## src/rtl/riscv_pkg.sv

```systemverilog
// Shared RISC-V pipeline types: ALU control encoding, the prediction record
// carried down the pipe, and the control-flow opcode set used by both the
// fetch predictor and the execute-side resolver.
package riscv_pkg;

    localparam int XLEN        = 32;
    localparam int INSTR_BYTES = 4;

    typedef enum logic [4:0] {
        ADD, SUB, AND, OR, XOR, SLL, SRL, SRA, SLT, SLTU, LUI, AUIPC,
        BEQ, BNE, BLT, BGE, BLTU, BGEU, JAL, JALR
    } alu_ctrl_e;

    // Prediction made at fetch, travelling with the instruction through D and E
    typedef struct packed {
        logic            vld;
        logic            ptaken;
        logic [XLEN-1:0] ptarget;
    } pred_info_t;

    // Operations that change control flow and therefore train the predictor
    function automatic logic is_ctrl_op(input alu_ctrl_e op);
        return op inside {BEQ, BNE, BLT, BGE, BLTU, BGEU, JAL, JALR};
    endfunction

endpackage

```

## src/rtl/branch_resolve_unit_if.sv

```systemverilog
// Bundle of fetch-side prediction inputs, pipeline controls, E-stage
// resolution inputs and the redirect / training / statistics outputs.
interface branch_resolve_unit_if
    import riscv_pkg::*;
#(
    parameter int CNT_W = 32
) ();

    logic [XLEN-1:0]  pcF_i;
    logic             predF_taken_i;
    logic [XLEN-1:0]  predF_target_i;
    logic             stallD_i;
    logic             stallE_i;
    logic             flushD_i;
    logic             flushE_i;
    alu_ctrl_e        opE_i;
    logic [XLEN-1:0]  pcE_i;
    logic             takenE_i;
    logic [XLEN-1:0]  targetE_i;
    logic             redirect_o;
    logic [XLEN-1:0]  redirect_pc_o;
    logic             upd_en_o;
    logic [XLEN-1:0]  upd_pc_o;
    logic             upd_taken_o;
    logic [XLEN-1:0]  upd_target_o;
    logic [CNT_W-1:0] br_cnt_o;
    logic [CNT_W-1:0] mis_cnt_o;

    modport master (
        output pcF_i, predF_taken_i, predF_target_i, stallD_i, stallE_i,
               flushD_i, flushE_i, opE_i, pcE_i, takenE_i, targetE_i,
        input  redirect_o, redirect_pc_o, upd_en_o, upd_pc_o, upd_taken_o,
               upd_target_o, br_cnt_o, mis_cnt_o
    );

    modport slave (
        input  pcF_i, predF_taken_i, predF_target_i, stallD_i, stallE_i,
               flushD_i, flushE_i, opE_i, pcE_i, takenE_i, targetE_i,
        output redirect_o, redirect_pc_o, upd_en_o, upd_pc_o, upd_taken_o,
               upd_target_o, br_cnt_o, mis_cnt_o
    );

endinterface

```

## src/rtl/branch_resolve_unit_sat_counter.sv

```systemverilog
// Saturating up-counter: sticks at all-ones instead of wrapping.
module sat_counter #(
    parameter int CNT_W = 32
) (
    input  logic             clk_i,
    input  logic             rst,
    input  logic             inc_i,
    output logic [CNT_W-1:0] cnt_o
);

    logic [CNT_W-1:0] cntReg;

    // Count events, holding at the maximum value once reached
    always_ff @(posedge clk_i) begin
        if (rst) begin
            cntReg <= '0;
        end else if (inc_i && (cntReg != '1)) begin
            cntReg <= cntReg + CNT_W'(1);
        end
    end

    assign cnt_o = cntReg;

endmodule

```

## src/rtl/branch_resolve_unit.sv

```systemverilog
// Execute-side branch resolver: carries fetch predictions through D and E,
// checks them against the resolved outcome, raises redirect requests,
// drives predictor training and keeps branch / mispredict statistics.
module branch_resolve_unit
    import riscv_pkg::*;
#(
    parameter int CNT_W = 32
) (
    input logic                   clk_i,
    input logic                   rstn_i,   // synchronous, active-high
    branch_resolve_unit_if.slave  bus
);

    pred_info_t       dReg;
    pred_info_t       eReg;
    logic             isBr;
    logic             active;
    logic             mis;
    logic             updEn;
    logic [XLEN-1:0]  seqPc;
    logic [CNT_W-1:0] brCnt;
    logic [CNT_W-1:0] misCnt;
    logic             unusedPcF;

    // The fetch PC is part of the predictor-facing bundle but the prediction
    // record does not need it; E supplies its own PC.
    assign unusedPcF = ^bus.pcF_i;

    // Reset gates activity so nothing leaks out during the reset cycle
    assign isBr   = is_ctrl_op(bus.opE_i);
    assign active = eReg.vld & ~bus.stallE_i & ~bus.flushE_i & ~rstn_i;
    assign updEn  = active & isBr;
    assign seqPc  = bus.pcE_i + XLEN'(INSTR_BYTES);

    // Mispredict detection: wrong direction, wrong target, or a stale BTB hit
    // on a non-control instruction
    always_comb begin
        mis = 1'b0;
        if (active) begin
            if (isBr) begin
                mis = (eReg.ptaken != bus.takenE_i) |
                      (eReg.ptaken & bus.takenE_i & (eReg.ptarget != bus.targetE_i));
            end else begin
                mis = eReg.ptaken;
            end
        end
    end

    assign bus.redirect_o    = mis;
    assign bus.redirect_pc_o = !mis ? '0 : ((bus.takenE_i & isBr) ? bus.targetE_i : seqPc);
    assign bus.upd_en_o      = updEn;
    assign bus.upd_pc_o      = updEn ? bus.pcE_i     : '0;
    assign bus.upd_taken_o   = updEn & bus.takenE_i;
    assign bus.upd_target_o  = updEn ? bus.targetE_i : '0;

    // F->D prediction register; a redirect squashes the wrong-path entry
    always_ff @(posedge clk_i) begin
        if (rstn_i) begin
            dReg <= '0;
        end else if (bus.flushD_i || mis) begin
            dReg <= '0;
        end else if (!bus.stallD_i) begin
            dReg.vld     <= 1'b1;
            dReg.ptaken  <= bus.predF_taken_i;
            dReg.ptarget <= bus.predF_target_i;
        end
    end

    // D->E prediction register, same reset / squash / hold priority
    always_ff @(posedge clk_i) begin
        if (rstn_i) begin
            eReg <= '0;
        end else if (bus.flushE_i || mis) begin
            eReg <= '0;
        end else if (!bus.stallE_i) begin
            eReg <= dReg;
        end
    end

    sat_counter #(.CNT_W(CNT_W)) uBrCnt (
        .clk_i (clk_i),
        .rst   (rstn_i),
        .inc_i (updEn),
        .cnt_o (brCnt)
    );

    sat_counter #(.CNT_W(CNT_W)) uMisCnt (
        .clk_i (clk_i),
        .rst   (rstn_i),
        .inc_i (mis),
        .cnt_o (misCnt)
    );

    // Statistics read as zero while reset is held
    assign bus.br_cnt_o  = rstn_i ? '0 : brCnt;
    assign bus.mis_cnt_o = rstn_i ? '0 : misCnt;

endmodule
```

## src/flat_wrapper.sv

```systemverilog
// flat-port wrapper written by rule: the top's interface ports become plain ports
module branch_resolve_unit_flat import riscv_pkg::*;
#(
    parameter int CNT_W = 32
)
  (clk_i, rstn_i, bus_pcF_i, bus_predF_taken_i, bus_predF_target_i, bus_stallD_i, bus_stallE_i, bus_flushD_i, bus_flushE_i, bus_opE_i, bus_pcE_i, bus_takenE_i, bus_targetE_i, bus_redirect_o, bus_redirect_pc_o, bus_upd_en_o, bus_upd_pc_o, bus_upd_taken_o, bus_upd_target_o, bus_br_cnt_o, bus_mis_cnt_o);
  branch_resolve_unit_if #(.CNT_W(CNT_W)) bus_i ();
  input logic clk_i;
  input logic rstn_i;
  input wire logic [$bits(bus_i.pcF_i)-1:0] bus_pcF_i;
  input wire logic [$bits(bus_i.predF_taken_i)-1:0] bus_predF_taken_i;
  input wire logic [$bits(bus_i.predF_target_i)-1:0] bus_predF_target_i;
  input wire logic [$bits(bus_i.stallD_i)-1:0] bus_stallD_i;
  input wire logic [$bits(bus_i.stallE_i)-1:0] bus_stallE_i;
  input wire logic [$bits(bus_i.flushD_i)-1:0] bus_flushD_i;
  input wire logic [$bits(bus_i.flushE_i)-1:0] bus_flushE_i;
  input wire logic [$bits(bus_i.opE_i)-1:0] bus_opE_i;
  input wire logic [$bits(bus_i.pcE_i)-1:0] bus_pcE_i;
  input wire logic [$bits(bus_i.takenE_i)-1:0] bus_takenE_i;
  input wire logic [$bits(bus_i.targetE_i)-1:0] bus_targetE_i;
  output wire logic [$bits(bus_i.redirect_o)-1:0] bus_redirect_o;
  output wire logic [$bits(bus_i.redirect_pc_o)-1:0] bus_redirect_pc_o;
  output wire logic [$bits(bus_i.upd_en_o)-1:0] bus_upd_en_o;
  output wire logic [$bits(bus_i.upd_pc_o)-1:0] bus_upd_pc_o;
  output wire logic [$bits(bus_i.upd_taken_o)-1:0] bus_upd_taken_o;
  output wire logic [$bits(bus_i.upd_target_o)-1:0] bus_upd_target_o;
  output wire logic [$bits(bus_i.br_cnt_o)-1:0] bus_br_cnt_o;
  output wire logic [$bits(bus_i.mis_cnt_o)-1:0] bus_mis_cnt_o;
  assign bus_i.pcF_i = bus_pcF_i;
  assign bus_i.predF_taken_i = bus_predF_taken_i;
  assign bus_i.predF_target_i = bus_predF_target_i;
  assign bus_i.stallD_i = bus_stallD_i;
  assign bus_i.stallE_i = bus_stallE_i;
  assign bus_i.flushD_i = bus_flushD_i;
  assign bus_i.flushE_i = bus_flushE_i;
  assign bus_i.opE_i = bus_opE_i;
  assign bus_i.pcE_i = bus_pcE_i;
  assign bus_i.takenE_i = bus_takenE_i;
  assign bus_i.targetE_i = bus_targetE_i;
  assign bus_redirect_o = bus_i.redirect_o;
  assign bus_redirect_pc_o = bus_i.redirect_pc_o;
  assign bus_upd_en_o = bus_i.upd_en_o;
  assign bus_upd_pc_o = bus_i.upd_pc_o;
  assign bus_upd_taken_o = bus_i.upd_taken_o;
  assign bus_upd_target_o = bus_i.upd_target_o;
  assign bus_br_cnt_o = bus_i.br_cnt_o;
  assign bus_mis_cnt_o = bus_i.mis_cnt_o;
  branch_resolve_unit #(.CNT_W(CNT_W)) u_core (.clk_i(clk_i), .rstn_i(rstn_i), .bus(bus_i));
endmodule
```

## config.mk

```make
export PLATFORM = sky130hd
export DESIGN_NAME = branch_resolve_unit_flat
export DESIGN_NICKNAME = d
export VERILOG_FILES = /design/src/rtl/riscv_pkg.sv /design/src/rtl/branch_resolve_unit_if.sv /design/src/rtl/branch_resolve_unit_sat_counter.sv /design/src/rtl/branch_resolve_unit.sv /design/src/flat_wrapper.sv
export SDC_FILE = /design/constraint.sdc
export NUM_CORES = 1
export LEC_CHECK = 0
export ABC_CLOCK_PERIOD_IN_PS = 3300
export CAP_MARGIN = 20
export CORE_ASPECT_RATIO = 1.5
export CORE_MARGIN = 2
export CORE_UTILIZATION = 46
export CTS_BUF_LIST = sky130_fd_sc_hd__clkbuf_8
export DETAILED_ROUTE_END_ITERATION = 10
export PLACE_DENSITY = 0.84
export SYNTH_ARGS = -nofsm -noshare
export SYNTH_HDL_FRONTEND = slang
export SYNTH_SLANG_ARGS = --single-unit
```

## constraint.sdc

```tcl
create_clock -name clk_i -period 3.3 [get_ports clk_i]
set_input_delay 0.66 -clock clk_i [delete_from_list [all_inputs] [get_ports clk_i]]
set_output_delay 0.66 -clock clk_i [all_outputs]
set_load 0.01 [all_outputs]
```

After elaboration in Yosys (flattened, before gate mapping)
Index checks and enable logic that the tools add are counted.
- equal/unequal tests: 12
- muxes and demuxes: 8
- bitwise gates (word level): 12
- reduce and logical (&&, ||, !) cells: 7
- $add $sub $neg: 3
- operators by type and width (operator ; count):
    32-bit 2-to-1 mux ; 6
    32-bit by 1-bit adder with 32-bit output (second input constant) ; 2
    32-bit != test (second input constant) ; 2
    32-bit by 3-bit adder with 32-bit output (second input constant) ; 1
    32-bit != test ; 1
    5-bit by 4-bit == test with 1-bit output (second input constant) ; 4
    5-bit == test (second input constant) ; 4
    1-bit AND ; 8
    8-bit nonzero test ; 1
    2-bit OR reduction ; 2
    1-bit NOT ; 3
    1-bit logical AND ; 2
    1-bit logical OR ; 2
    1-bit 2-to-1 mux ; 2
    1-bit != test ; 1
    1-bit OR ; 1
- flip-flop bits (word level): 132
- word-level logic and storage cells: 50
- output and inout port bits: 163
- input bits: 141

Logic depth before layout (Yosys ltp)
- depth after elaboration: 7
- mapped depth: 9
- mapped depth without buffers: 7

Cells and area by module
A second synthesis with hierarchy kept.
- cell total of the unflattened synthesis: 995
- area, all modules: 8409.3 um^2
- modules (own cells, without submodules) (module ; seq. area each (um^2) ; instances ; area each (um^2) ; cells each):
    branch_resolve_unit ; 1361.3 ; 1 ; 5061.1 ; 597
    sat_counter ; 640.6 ; 2 ; 1674.1 ; 199

Least setup slack after synthesis
No wires, ideal clock.
- path kind: input to output
- start point: input bus_stallE_i
- end point: output bus_redirect_pc_o[25]
- slack: 62 ps
- arrival time: 2578 ps
- required time: 2640 ps
- buffers on the path: 3
- cell stages on the path: 7
- path through: buf_6 -> or4b_2 -> a21oi_2 -> buf_2 -> nand2_1 -> clkbuf_1 -> a211oi_1
- cells in the longest elaborated chain, start to end: 6
- RTL lines (element ; line ; text):
    from (decl) ; flat_wrapper.sv:14 ; input wire logic [$bits(bus_i.stallE_i)-1:0] bus_stallE_i;
    1-bit NOT ; branch_resolve_unit.sv:31 ; assign active = eReg.vld & ~bus.stallE_i & ~bus.flushE_i & ~rstn_i;
    1-bit AND (3 in series) ; branch_resolve_unit.sv:31 ;
    1-bit 2-to-1 mux ; branch_resolve_unit.sv:39 ; if (active) begin
    32-bit 2-to-1 mux ; branch_resolve_unit.sv:50 ; assign bus.redirect_pc_o = !mis ? '0 : ((bus.takenE_i & isBr) ? bus.targetE_i : seqPc);
    to (decl) ; flat_wrapper.sv:22 ; output wire logic [$bits(bus_i.redirect_pc_o)-1:0] bus_redirect_pc_o;
Every way passes these cells.

Final worst setup path
- start point: input bus_targetE_i[5]
- end point: output bus_redirect_pc_o[27]
- cells in the longest elaborated chain, start to end: 6
- RTL lines (element ; line ; text):
    from (decl) ; flat_wrapper.sv:20 ; input wire logic [$bits(bus_i.targetE_i)-1:0] bus_targetE_i;
    32-bit != test ; branch_resolve_unit.sv:42 ; (eReg.ptaken & bus.takenE_i & (eReg.ptarget != bus.targetE_i));
    1-bit AND ; branch_resolve_unit.sv:42 ;
    1-bit OR ; branch_resolve_unit.sv:41 ; mis = (eReg.ptaken != bus.takenE_i) |
    1-bit 2-to-1 mux ; branch_resolve_unit.sv:40 ; if (isBr) begin
    1-bit 2-to-1 mux ; branch_resolve_unit.sv:39 ;
    32-bit 2-to-1 mux ; branch_resolve_unit.sv:50 ;
Every way passes these cells.

==> metrics.txt <==
status complete, but fails checks; violated checks setup timing; register area share after synthesis ~34%; Final period util 103%; worst skew pair latency 0.46 ns; CP startpoint bus_targetE_i[5]; largest family of logic cells by synthesized area simple AND/OR/NAND/NOR gates; register share of total power ~44%; worst hold path type flop to flop; Fin Setup TNS -0.917 ns; Top FF cell, synth dfxtp_1; Final WS setup -0.0982 ns; measured slew at the worst slew-check pin approximately 1.1 ns; Max Cap Violations 0; Post-synth EDFFs 0; port bufs 269; startpoint types primary input; multiplexer share of the synthesized area 11.4%; worst ir drop on vdd 0.000249 V; max incr delay on CP between 0.5 and 0.6 ns; Critical Path RT 2.64 ns; Max Root-Sink Buffers 2; Worst setup endpoint bus_redirect_pc_o[27]; Synth Area in XOR/XNOR about 8.1%; H-tree depth 4; initial antenna violation count 2; gr usage total roughly 34%; RePlAce Congestion around 1.0; minimum clock period ~3.4 ns; Overflow after GRT 0; vias between 9,000 and 10,000; Avg Vias per Cell a little under 6; die footprint around 18,000 sq um; Rows between 50 and 60; Clock transition at path regs between 0.1 and 0.15 ns; post-DP HPWL 22,400 um; P&R area growth vs syn 60.5%; Slew Viols, Final 0; r2r worst-path depth 11; Seq cells post-synth approximately 130; vias in the first global route about 9,000; RSZ-0062 raised after global routing yes; crit-path cells clkdlybuf4s15_1 -> xor2_1 -> nor4_1 -> nand2_1 -> or4_4 -> nand2_8 -> buf_16 -> buf_6 -> a211oi_2 -> buf_2; Synth Instances about 1,000; Pint about 0.0026 W; skew final approximately 0.026 ns; largest cells by area after synthesis dfxtp_1 34%, mux2i_1 8.5%, nor2_1 7.5%; Hold Buf Count CTS 0; reg-to-reg startpoint u_core.eReg[15]; syn_nets approximately 1,100; DRC 0; initial core utilization a little under half; CTS Root Cell clkbuf_8; # IOs ~300; total wire length 33,200 um; Mapped Avg Cell Area ~8 sq um; Sw Ratio slightly below 30%; P_sw 0.00109 W; Post-Synth Simple-Gate Area between 30 and 40%; CP Depth 10; Nets 1,506; Final Hold Fails 0; critical path arrival between 2 and 3 ns; pin count of the biggest net entering global routing ~70; initial DRC count 699; Die Width roughly 110 um; CTS Buf Count 17; FMAX about 290 MHz; share of cells above drive strength 1 roughly a quarter; Rel. slew slack 29.2%; Cells after DPL between 1,500 and 2,000; YS warnings 0; WS Path Type primary input to output port; post-synthesis compound-gate area fraction 8.63%; adder-cell share of the synthesized area less than 1%; pwr/cell area 292 nW/um^2; Pleak ~5.2 nW; Clock power frac a little over 40%; RR Endpoint u_core.eReg[8]; final setup fails 32; fin cells approximately 1,600; Cell Area, Synth 7870 sq um; R2R setup slack between 0.7 and 0.8 ns; global-route wire length before repair 48,400 um; Yosys cell types between 50 and 60; core area about 17,000 sq um; ANT nets after route 0; CTS tree built; cell taking the most area after synthesis dfxtp_1; Sink Count 132; CP delay by family, top simple AND/OR/NAND/NOR gates; fin util 75.3%; Die Span Y 164 um; CP max-delay cell or4_4; Setup crit end kind output port; Max FO, Critical Path 7; top-area cell type share of the netlist area 33.6%; Place WS -0.930 ns; asr flop ratio synth 0%; DR WL/cell 20.9 um; DRT Pass-1 Iters 6; CP bufs+invs 4; Comb pwr share roughly 14%
[routing by layer]
metal | global-route usage [%] | wire (um)
met5 | 0 | 0
met4 | 20.9 | 2380
met3 | 6.57 | 2480
met2 | 62.5 | 16800
met1 | 35.8 | 11600
[cell usage in the layout (no fill, tap or decap), types with 21 or more instances in the layout]
master / n
nor2_1: 155
clkdlybuf4s50_1: 138
buf_4: 136
dfxtp_1: 126
mux2i_1: 67
and2_1: 65
nor2b_1: 61
dlygate4sd2_1: 59
nand2_1: 40
buf_2: 40
nand3_1: 30
xnor2_1: 29
nand4_1: 26
a21oi_1: 25
nor3_1: 24
xor2_1: 22
o21ai_0: 21
[cell families (layout without fill, tap and decap cells)]
group,count (synthesis),count (layout)
compound gates,103,103
fa+ha+maj,4,4
simple gates,510,510
other cells,0,2
buf+inv,66,465
xor+xnor,73,73
flops,132,132
mux,87,87
[Yosys cell counts (2+ instances only)]
library cell / number
nor3_1: 26
nor3b_1: 2
mux2_2: 20
and4_1: 9
dfxtp_1: 132
nor2b_1: 61
xnor2_1: 33
a41oi_1: 2
mux2i_1: 67
xor2_1: 40
nor2_1: 158
ha_1: 4
o31ai_1: 9
and3_1: 14
a21oi_1: 26
a2111oi_2: 2
inv_1: 13
or2_2: 2
o41ai_1: 4
a211oi_1: 29
or4_1: 12
o21ai_0: 21
nor4b_1: 2
nand3_1: 34
clkbuf_1: 48
and2_1: 65
nor4_1: 22
o21ai_1: 2
nand2_1: 45
or3_1: 21
buf_2: 3
nand4_1: 26
[through the flow]
| stage | area [sq um] | total power [W] | hold slack, ns |
|---|---|---|---|
| final | 12600 | 0.00368 | 0.489 |
| after global placement | 11700 | 0.00212 | 0.434 |
| after CTS | 12400 | 0.00363 | 0.459 |
| after floorplan | 7870 | 0.00182 | 0.425 |
| after detailed placement | 11700 | 0.00213 | 0.444 |
| after global routing | 12600 | 0.00379 | 0.505 |
[power by group through the flow]
stage                     Sequential (W)  Clock, W  Combinational, W
after floorplan                  0.00165         0          0.000168
after global placement           0.00166         0          0.000462
after detailed placement         0.00166         0          0.000470
after CTS                        0.00162   0.00153          0.000483
after global routing             0.00162   0.00161          0.000553
final                            0.00162   0.00153          0.000533
[sequential cells by signal (all words and copies together) (netlist names)]
signal,count
u_core.dReg,34
u_core.eReg,34
u_core.uBrCnt.cnt_o,32
u_core.uMisCnt.cnt_o,32
[final cells by class]
class	instances	area, sq um
Tap cell	210	263
Clock buffer	17	234
Clock inverter	15	204
Sequential cell	132	2650
Multi-Input combinational cell	777	5530
Fill cell	1171	4140
Inverter	13	48.8
Timing Repair Buffer	420	3690
Antenna cell	2	5.00
[worst register-to-register path: stages (launching register included)]
cell and delay [ns]:
dfxtp_1 0.37, xor2_2 0.21, nor4b_2 0.29, nand4bb_1 0.17, buf_4 0.17, buf_4 0.12
buf_4 0.13, nor4_4 0.18, buf_12 0.23, o21ai_2 0.08, buf_4 0.26, nor2_1 0.31
[timing repair]
item / in CTS / in global routing
pin swaps: 36 / 27
cloned: 3 / 1
setup buffers: 17 / 3
resized for setup: 345 / 80
setup endpoints to repair: 96 / 58
[how the worst min path moves through the flow]
| stage | startpoint | end | slack (ns) | cells past startpoint |
|---|---|---|---|---|
| after global placement | u_core.dReg[33] | u_core.dReg[33] | 0.43 | 2 |
| after floorplan | u_core.dReg[33] | u_core.dReg[33] | 0.42 | 2 |
| after CTS | u_core.dReg[33] | u_core.dReg[33] | 0.46 | 2 |
| final | u_core.dReg[33] | u_core.dReg[33] | 0.49 | 2 |
| after global routing | u_core.dReg[33] | u_core.dReg[33] | 0.51 | 2 |
| after detailed placement | u_core.dReg[33] | u_core.dReg[33] | 0.44 | 2 |
(Power assumes the default switching activity.)
